**src/rtl/sync_fifo_pkg.sv**
```systemverilog
// rtl/sync_fifo_pkg.sv - shared defaults and width helper for the parametrised synchronous FIFO
package sync_fifo_pkg;

  localparam int SYNC_FIFO_DW_DEF    = 8;
  localparam int SYNC_FIFO_DEPTH_DEF = 16;

  // Occupancy counter width: must represent 0..depth inclusive.
  function automatic int cnt_w(input int depth);
    return $clog2(depth) + 1;
  endfunction

endpackage

```
**src/rtl/sync_fifo_ram.sv**
```systemverilog
// rtl/sync_fifo_ram.sv - DW x DEPTH register array, one write port, one registered read port
module sync_fifo_ram #(
  parameter int DW    = 8,
  parameter int DEPTH = 16
) (
  input  logic                     clk,
  input  logic                     rst_n,
  input  logic                     wr_en_i,
  input  logic [$clog2(DEPTH)-1:0] waddr_i,
  input  logic [DW-1:0]            wdata_i,
  input  logic                     rd_en_i,
  input  logic [$clog2(DEPTH)-1:0] raddr_i,
  output logic [DW-1:0]            rdata_o
);

  logic [DW-1:0] mem_q [DEPTH];
  logic [DW-1:0] rdata_q;

  // Storage array is deliberately left unreset.
  always_ff @(posedge clk) begin
    if (wr_en_i) begin
      mem_q[waddr_i] <= wdata_i;
    end
  end

  // Read register loads only on an accepted read, otherwise holds the last value.
  always_ff @(posedge clk or negedge rst_n) begin
    if (!rst_n) begin
      rdata_q <= '0;
    end else if (rd_en_i) begin
      rdata_q <= mem_q[raddr_i];
    end
  end

  assign rdata_o = rdata_q;

endmodule

```
**src/rtl/sync_fifo_pw.sv**
```systemverilog
// rtl/sync_fifo_pw.sv - parametrised synchronous FIFO top; sticky errors built only with SYNC_FIFO_ERR_EN
module sync_fifo_pw
  import sync_fifo_pkg::*;
#(
  parameter int DW     = SYNC_FIFO_DW_DEF,
  parameter int DEPTH  = SYNC_FIFO_DEPTH_DEF,
  parameter int AF_LVL = DEPTH - 2,
  parameter int AE_LVL = 2
) (
  input  logic                      clk,
  input  logic                      rst_n,
  input  logic                      we,
  input  logic [DW-1:0]             din,
  input  logic                      re,
  output logic [DW-1:0]             dout,
  output logic                      rvalid,
  output logic                      full,
  output logic                      empty,
  output logic                      almost_full,
  output logic                      almost_empty,
  output logic [cnt_w(DEPTH)-1:0]   count,
  output logic                      overflow,
  output logic                      underflow,
  input  logic                      err_clr
);

  localparam int AW = $clog2(DEPTH);
  localparam int CW = cnt_w(DEPTH);

  // Reject illegal configurations at elaboration.
  if ((DEPTH < 4) || ((DEPTH & (DEPTH - 1)) != 0) || (DW < 1)) begin : g_bad_depth
    $fatal(1, "sync_fifo_pw: DEPTH must be a power of two >= 4 and DW >= 1");
  end
  if ((AE_LVL < 0) || (AE_LVL >= AF_LVL) || (AF_LVL > DEPTH)) begin : g_bad_lvl
    $fatal(1, "sync_fifo_pw: need 0 <= AE_LVL < AF_LVL <= DEPTH");
  end

  logic [AW-1:0] wptr_q, rptr_q;
  logic [CW-1:0] count_q, count_d;
  logic          full_q, empty_q, af_q, ae_q, rvalid_q;
  logic          wr_ok, rd_ok;

  // Acceptance looks only at registered flags, so a full FIFO can still swap a read for a rejected write.
  assign wr_ok = we && !full_q;
  assign rd_ok = re && !empty_q;

  // Next occupancy drives every status flag so flags line up with count.
  always_comb begin
    count_d = count_q + {{(CW-1){1'b0}}, wr_ok} - {{(CW-1){1'b0}}, rd_ok};
  end

  // Pointers, occupancy and registered status flags.
  always_ff @(posedge clk or negedge rst_n) begin
    if (!rst_n) begin
      wptr_q   <= '0;
      rptr_q   <= '0;
      count_q  <= '0;
      full_q   <= 1'b0;
      empty_q  <= 1'b1;
      af_q     <= 1'b0;
      ae_q     <= 1'b1;
      rvalid_q <= 1'b0;
    end else begin
      if (wr_ok) wptr_q <= wptr_q + AW'(1);
      if (rd_ok) rptr_q <= rptr_q + AW'(1);
      count_q  <= count_d;
      full_q   <= (count_d == CW'(DEPTH));
      empty_q  <= (count_d == '0);
      af_q     <= (count_d >= CW'(AF_LVL));
      ae_q     <= (count_d <= CW'(AE_LVL));
      rvalid_q <= rd_ok;
    end
  end

  sync_fifo_ram #(
    .DW    (DW),
    .DEPTH (DEPTH)
  ) u_ram (
    .clk     (clk),
    .rst_n   (rst_n),
    .wr_en_i (wr_ok),
    .waddr_i (wptr_q),
    .wdata_i (din),
    .rd_en_i (rd_ok),
    .raddr_i (rptr_q),
    .rdata_o (dout)
  );

  assign rvalid       = rvalid_q;
  assign full         = full_q;
  assign empty        = empty_q;
  assign almost_full  = af_q;
  assign almost_empty = ae_q;
  assign count        = count_q;

`ifdef SYNC_FIFO_ERR_EN
  logic ovf_q, udf_q, ovf_d, udf_d;

  // A new error event in the same cycle as err_clr must survive the clear.
  always_comb begin
    ovf_d = (err_clr ? 1'b0 : ovf_q) | (we && full_q);
    udf_d = (err_clr ? 1'b0 : udf_q) | (re && empty_q);
  end

  // Sticky error flags.
  always_ff @(posedge clk or negedge rst_n) begin
    if (!rst_n) begin
      ovf_q <= 1'b0;
      udf_q <= 1'b0;
    end else begin
      ovf_q <= ovf_d;
      udf_q <= udf_d;
    end
  end

  assign overflow  = ovf_q;
  assign underflow = udf_q;
`else
  logic unused_err_clr;
  assign unused_err_clr = err_clr;
  assign overflow       = 1'b0;
  assign underflow      = 1'b0;
`endif

endmodule

```
**config.mk**
```make
export PLATFORM = sky130hd
export DESIGN_NAME = sync_fifo_pw
export DESIGN_NICKNAME = d
export VERILOG_FILES = /design/src/rtl/sync_fifo_pkg.sv /design/src/rtl/sync_fifo_ram.sv /design/src/rtl/sync_fifo_pw.sv
export SDC_FILE = /design/constraint.sdc
export NUM_CORES = 1
export LEC_CHECK = 0
export CAP_MARGIN = 10
export CORE_UTILIZATION = 35
export DETAILED_ROUTE_END_ITERATION = 8
export GPL_ROUTABILITY_DRIVEN = 1
export HOLD_SLACK_MARGIN = 0.1
export PLACE_DENSITY = 0.62
export SYNTH_ARGS = -nofsm -noshare
export SYNTH_HDL_FRONTEND = slang
export SYNTH_SLANG_ARGS = --single-unit
```
**constraint.sdc**
```tcl
create_clock -name clk -period 3.5 [get_ports clk]
set_input_delay 0.7 -clock clk [delete_from_list [all_inputs] [get_ports clk]]
set_output_delay 0.7 -clock clk [all_outputs]
set_load 0.01 [all_outputs]
```
Word-level counts from Yosys, hierarchy flattened --
Memory sizes are Yosys's and may differ from the RTL's. A register that Yosys moved wholly into a read port is not among the register bits. Index checks and enable logic that the tools add are counted.
Word-level totals: bits in registers 18, RAM bits 128, memories 1, bits of input ports 13
Memories:
- u_ram.mem_q | depth 16, bits a word 8, rd ports 1, clocked after memory_dff 1, wr ports 1, line sync_fifo_ram.sv:16 | logic [DW-1:0] mem_q [DEPTH];
Operators by class: add/subtract/negate cells 4, eq/ne operators 1, magnitude comparators 2, reduce and logical (&&, ||, !) cells 6, multiplexer cells 2
Operator list (number):
- $add A4 B1 Y4 const B | 2
- $add A5 B1 Y5 | 1
- $eq A5 B5 Y1 const B | 1
- $ge A5 B4 Y1 const B | 1
- $le A5 B2 Y1 const B | 1
- $logic_not A5 Y1 | 1
- $sub A5 B1 Y5 | 1
- $logic_not A1 Y1 | 3
- $logic_and A1 B1 Y1 | 2
- $mux W1 | 2

Logic depth before layout (Yosys ltp) --
Gate-level depths: netlist of run 1.
depth in word-level cells 5, gate-level depth with buffers 11, gate-level depth less buffers 10

Hierarchy --
From an unflattened synthesis of run 1, not the netlist that was laid out.
Unflattened totals: cells, all modules 304, area, all modules 6172.2 µm²
By module, submodules not included:
- sync_fifo_ram | instances 1, sequential area each 4043.9 µm², area an instance 5331.4 µm², cells an instance 240
- sync_fifo_pw | instances 1, sequential area each 452.9 µm², area an instance 840.8 µm², cells an instance 64

Least setup slack after synthesis of run 1 --
Ideal clock, no wire load.
path kind input -> register, from input re, to register ae_q (netlist: almost_empty), setup slack 537 ps, data arrival time 2842 ps, buffers on the path 2, stages on the path 11, setup time 121 ps, cell sequence nor2b_1 clkbuf_1 buf_2 ha_1 inv_1 ha_1 fa_1 a21o_1 a21oi_1 xnor2_1 a2111oi_0
On the way: longest elaborated chain between the ends 3
Ends and longest elaborated chain:
- from (decl) | line sync_fifo_pw.sv:14 | input logic re,
- $logic_and A1 B1 Y1 | line sync_fifo_pw.sv:45 | assign rd_ok = re && !empty_q;
- via rd_ok | line sync_fifo_pw.sv:41 | logic wr_ok, rd_ok;
- $sub A5 B1 Y5 | line sync_fifo_pw.sv:49 | count_d = count_q + {{(CW-1){1'b0}}, wr_ok} - {{(CW-1){1'b0}}, rd_ok};
- via count_d[4] | line sync_fifo_pw.sv:39 | logic [CW-1:0] count_q, count_d;
- $le A5 B2 Y1 | line sync_fifo_pw.sv:70 | ae_q <= (count_d <= CW'(AE_LVL));
- to (signal assigned) | line sync_fifo_pw.sv:70
- to (decl) | line sync_fifo_pw.sv:40 | logic full_q, empty_q, af_q, ae_q, rvalid_q;
The timed path passes the listed nets, and every way through them passes these cells. A chain may end at the register's enable or synchronous reset.

Worst setup path after layout of run 1 --
from input we, to register ae_q (netlist: almost_empty)
On the way: longest elaborated chain between the ends 4
Ends and longest elaborated chain:
- from (decl) | line sync_fifo_pw.sv:12 | input logic we,
- $logic_and A1 B1 Y1 | line sync_fifo_pw.sv:44 | assign wr_ok = we && !full_q;
- $add A5 B1 Y5 | line sync_fifo_pw.sv:49
- $sub A5 B1 Y5 | line sync_fifo_pw.sv:49
- via count_d[4] | line sync_fifo_pw.sv:39
- $le A5 B2 Y1 | line sync_fifo_pw.sv:70
The timed path passes the listed nets, and every way through them passes these cells.

==> results of run 1 <==
[cells in the mapped netlist]
| cell | number |
|---|---|
| a2111oi_0 | 1 |
| a21o_1 | 2 |
| a21oi_1 | 2 |
| a31o_2 | 1 |
| and2_1 | 16 |
| and3_1 | 1 |
| buf_1 | 3 |
| buf_12 | 1 |
| buf_2 | 6 |
| buf_4 | 2 |
| buf_6 | 2 |
| clkbuf_1 | 4 |
| conb_1 | 1 |
| dfrtp_1 | 24 |
| dfstp_2 | 2 |
| edfxtp_1 | 128 |
| fa_1 | 1 |
| ha_1 | 10 |
| inv_1 | 8 |
| mux2_2 | 9 |
| mux2i_1 | 32 |
| mux4_1 | 9 |
| mux4_2 | 7 |
| nand2_1 | 6 |
| nand2b_1 | 3 |
| nand4_1 | 2 |
| nor2_1 | 9 |
| nor2b_1 | 2 |
| nor3_1 | 10 |
| nor3b_1 | 2 |
| o21ai_0 | 1 |
| o22ai_1 | 19 |
| o22ai_2 | 5 |
| or2_2 | 1 |
| or3_1 | 1 |
| xnor2_1 | 8 |
| xor2_1 | 2 |
[sequential cells by signal (all words and copies together), names as in the netlist]
signal / cells
almost_empty: 1
u_ram.mem_q: 128
rptr_q: 4
count: 5
empty: 1
full: 1
u_ram.rdata_o: 8
wptr_q: 4
rvalid: 1
almost_full: 1
[cells by family (layout without fill, tap and decap cells)]
| logic type | after synthesis | count (layout) | synth area share |
|---|---|---|---|
| other | 1 | 2 | 0.0006043 |
| flip-flops | 154 | 154 | 0.7246 |
| AO/OA/AOI/OAI | 31 | 31 | 0.03689 |
| AND/OR/NAND/NOR | 53 | 53 | 0.04577 |
| XOR/XNOR | 10 | 10 | 0.01411 |
| adder cells (fa/ha/maj) | 11 | 11 | 0.02339 |
| multiplexers | 57 | 57 | 0.1315 |
| buffers and inverters | 26 | 74 | 0.02318 |
[through the flow]
step                total power [mW]    util
floorplan                      3.903       -
global placement               4.454  0.3877
detailed placement             4.518  0.3877
CTS                            6.403  0.4229
global route                   6.646  0.4229
finish                         6.336  0.4229
[per-layer routing]
| metal | up-vias | track usage | part of all wire |
|---|---|---|---|
| li1 | 1407 | - | - |
| met1 | 1599 | 0.1782 | 0.43 |
| met2 | 77 | 0.2373 | 0.52 |
| met3 | 19 | 0.03367 | 0.040 |
| met4 | 0 | 0.05805 | 0.016 |
| met5 | - | 0 | 0 |
[power breakdown]
group / internal (mW) / switching (mW) / leakage (nW)
clock network: 1.18 / 0.694 / 0.284
logic: 0.927 / 0.950 / 0.832
registers: 2.31 / 0.277 / 1.45
[critical path, delay by kind of cell]
family                     cells  cell delay, ns
adders and majority gates      3            0.91
AOI/OAI and AO/OA              3            0.79
buffers and inverters          3            0.60
and+or+nand+nor                1            0.17
xor gates and xnor gates       1            0.16
[worst max-delay path by stage]
stage / startpoint / end / cells after the start
after floorplan: re / almost_empty / 11
after global placement: we / almost_empty / 11
after detailed placement: we / almost_empty / 11
after CTS: we / almost_empty / 11
after global routing: we / almost_empty / 11
final: we / almost_empty / 11
[cell type report]
type / instances / area [um2]
clock buffer: 18 / 429.2
clock inverter: 14 / 178.9
sequential: 154 / 4498
fill: 1500 / 9982
inverter: 8 / 30.03
tap: 225 / 281.5
timing repair buffer: 34 / 327.8
multi-input combinational: 164 / 1569
==> impl_metrics.json, run 1 <==
{
  "cp-end-kind": "register",
  "initial_core_util": 0.3588,
  "crit_slowest_cell": "clkdlybuf4s50_1",
  "power_leakage_nw": 2.570,
  "die_w_um": 135.2,
  "avgSynthCellArea_um2": 18.09,
  "setup_viol": 0,
  "cts_resized": 0,
  "clock-skew-final_ns": 0.006451,
  "syn_area_um2": 6206,
  "reg2reg_from": "full",
  "die_h_um": 135.2,
  "layout.nets": 403,
  "arrival_ns": 3.31,
  "clk_latency_ns": 0.42,
  "worstHoldStart": "rptr_q[3]",
  "fin_ws_ns": 0.4781,
  "ant_nets": 0,
  "cp_max_fo": 5,
  "final_common_cell": "edfxtp_1",
  "dp.cells": 585,
  "synth_top_area_share": 0.6194,
  "synth_top_area_cell": "edfxtp_1",
  "maxSlewHeadroom": 0.3705,
  "critPathMaxStageDelay_ns": 0.45,
  "ys_types": 37,
  "status": "finished clean",
  "antenna_cells": 0,
  "clkSinkCount": 154,
  "drv_cap": 0,
  "gr-usage-all-layers": 0.1424,
  "htreeDepth": 4,
  "wl_per_cell_um": 19.37,
  "ys_ff_latch": 154,
  "initialDrtViolationCount": 185,
  "reg2reg_to": "almost_empty",
  "vdd_drop_max_mv": 0.4238,
  "hold_depth": 1,
  "period_needed_ns": 3.022,
  "hold_end": "rptr_q[3]",
  "cts_buffers": 17,
  "post_cts.repair.setup_buffers": 0,
  "hold_buffers": 0,
  "worstSetupPathType": "primary input to register",
  "place.gp.congestion": 0.7338,
  "r2r_slack_ns": 0.81,
  "fin_hold_ws_ns": 0.4944,
  "pre_cts_ws_ns": 0.06287,
  "drive_above_1_share": 0.1454,
  "io_buffers": 29,
  "rsz0062_at_grt": "no",
  "fmax_ghz": 0.3309,
  "rows": 48,
  "ios": 33,
  "fin_cells": 617,
  "hold_class": "register to register",
  "root_buffer": "clkbuf_16",
  "ys_seq_area_frac": 0.7246,
  "remaining_drc_errors": 0,
  "path_cells": "clkdlybuf4s50_1 > nor2b_1 > inv_1 > ha_1 > inv_1 > ha_1 > fa_1 > a21o_1 > a21oi_1 > xnor2_1 > a2111oi_0",
  "synthCells": 343,
  "firstDrtPassIters": 5,
  "cts_buffer_depth": 2,
  "via_per_inst": 5.028,
  "area_growth_pct": 17.86,
  "clk_pin_slew_ns": 0.06,
  "grt_pass1_wl_um": 18330,
  "r2r.worst_path.cells": 10,
  "overflow": 0,
  "cp-start-kind": "primary input",
  "vias": 3102,
  "final_cell_area_um2": 7315,
  "place_area_um2": 6706,
  "die-area_um2": 18270,
  "finalSetupTns_ns": 0,
  "yosys-top-cells-area": "edfxtp_1 62%, dfrtp_1 9.7%, mux2i_1 5.2%, mux4_1 3.8%, mux4_2 2.5%",
  "dp_hpwl_um": 7742,
  "final-hold-violation-count": 0,
  "totalWireLength_um": 11950,
  "tightest_slew_ns": 0.9443,
  "grt_antenna_before_repair": 0,
  "power.density_nw_per_um2": 866.2,
  "tritoncts": "yes",
  "cp.required_ns": 3.79,
  "core_um2": 17300,
  "layout.cells.most_common_list": "128 x edfxtp_1, 32 x mux2i_1, 29 x clkdlybuf4s50_1, 23 x dfrtp_1, 19 x o22ai_1",
  "fin_crit_sh": 0.8634,
  "grt_pass1_vias": 3213,
  "yosys_warnings": 0,
  "grt_max_degree": 24,
  "report.final.slew_viol_count": 0
}
No activity file was read; power rests on OpenSTA's default activity.
==> run 2, diff against run 1 <==
--- a/config.mk
+++ b/config.mk
@@ -5,7 +5,7 @@
 export SDC_FILE = /design/constraint.sdc
 export NUM_CORES = 1
 export LEC_CHECK = 0
-export CAP_MARGIN = 10
+export CAP_MARGIN = 25
 export CORE_UTILIZATION = 35
 export DETAILED_ROUTE_END_ITERATION = 8
 export GPL_ROUTABILITY_DRIVEN = 1
==> results of run 2 <==
Same layout as run 1: the final DEF is identical, and so are final timing and power.
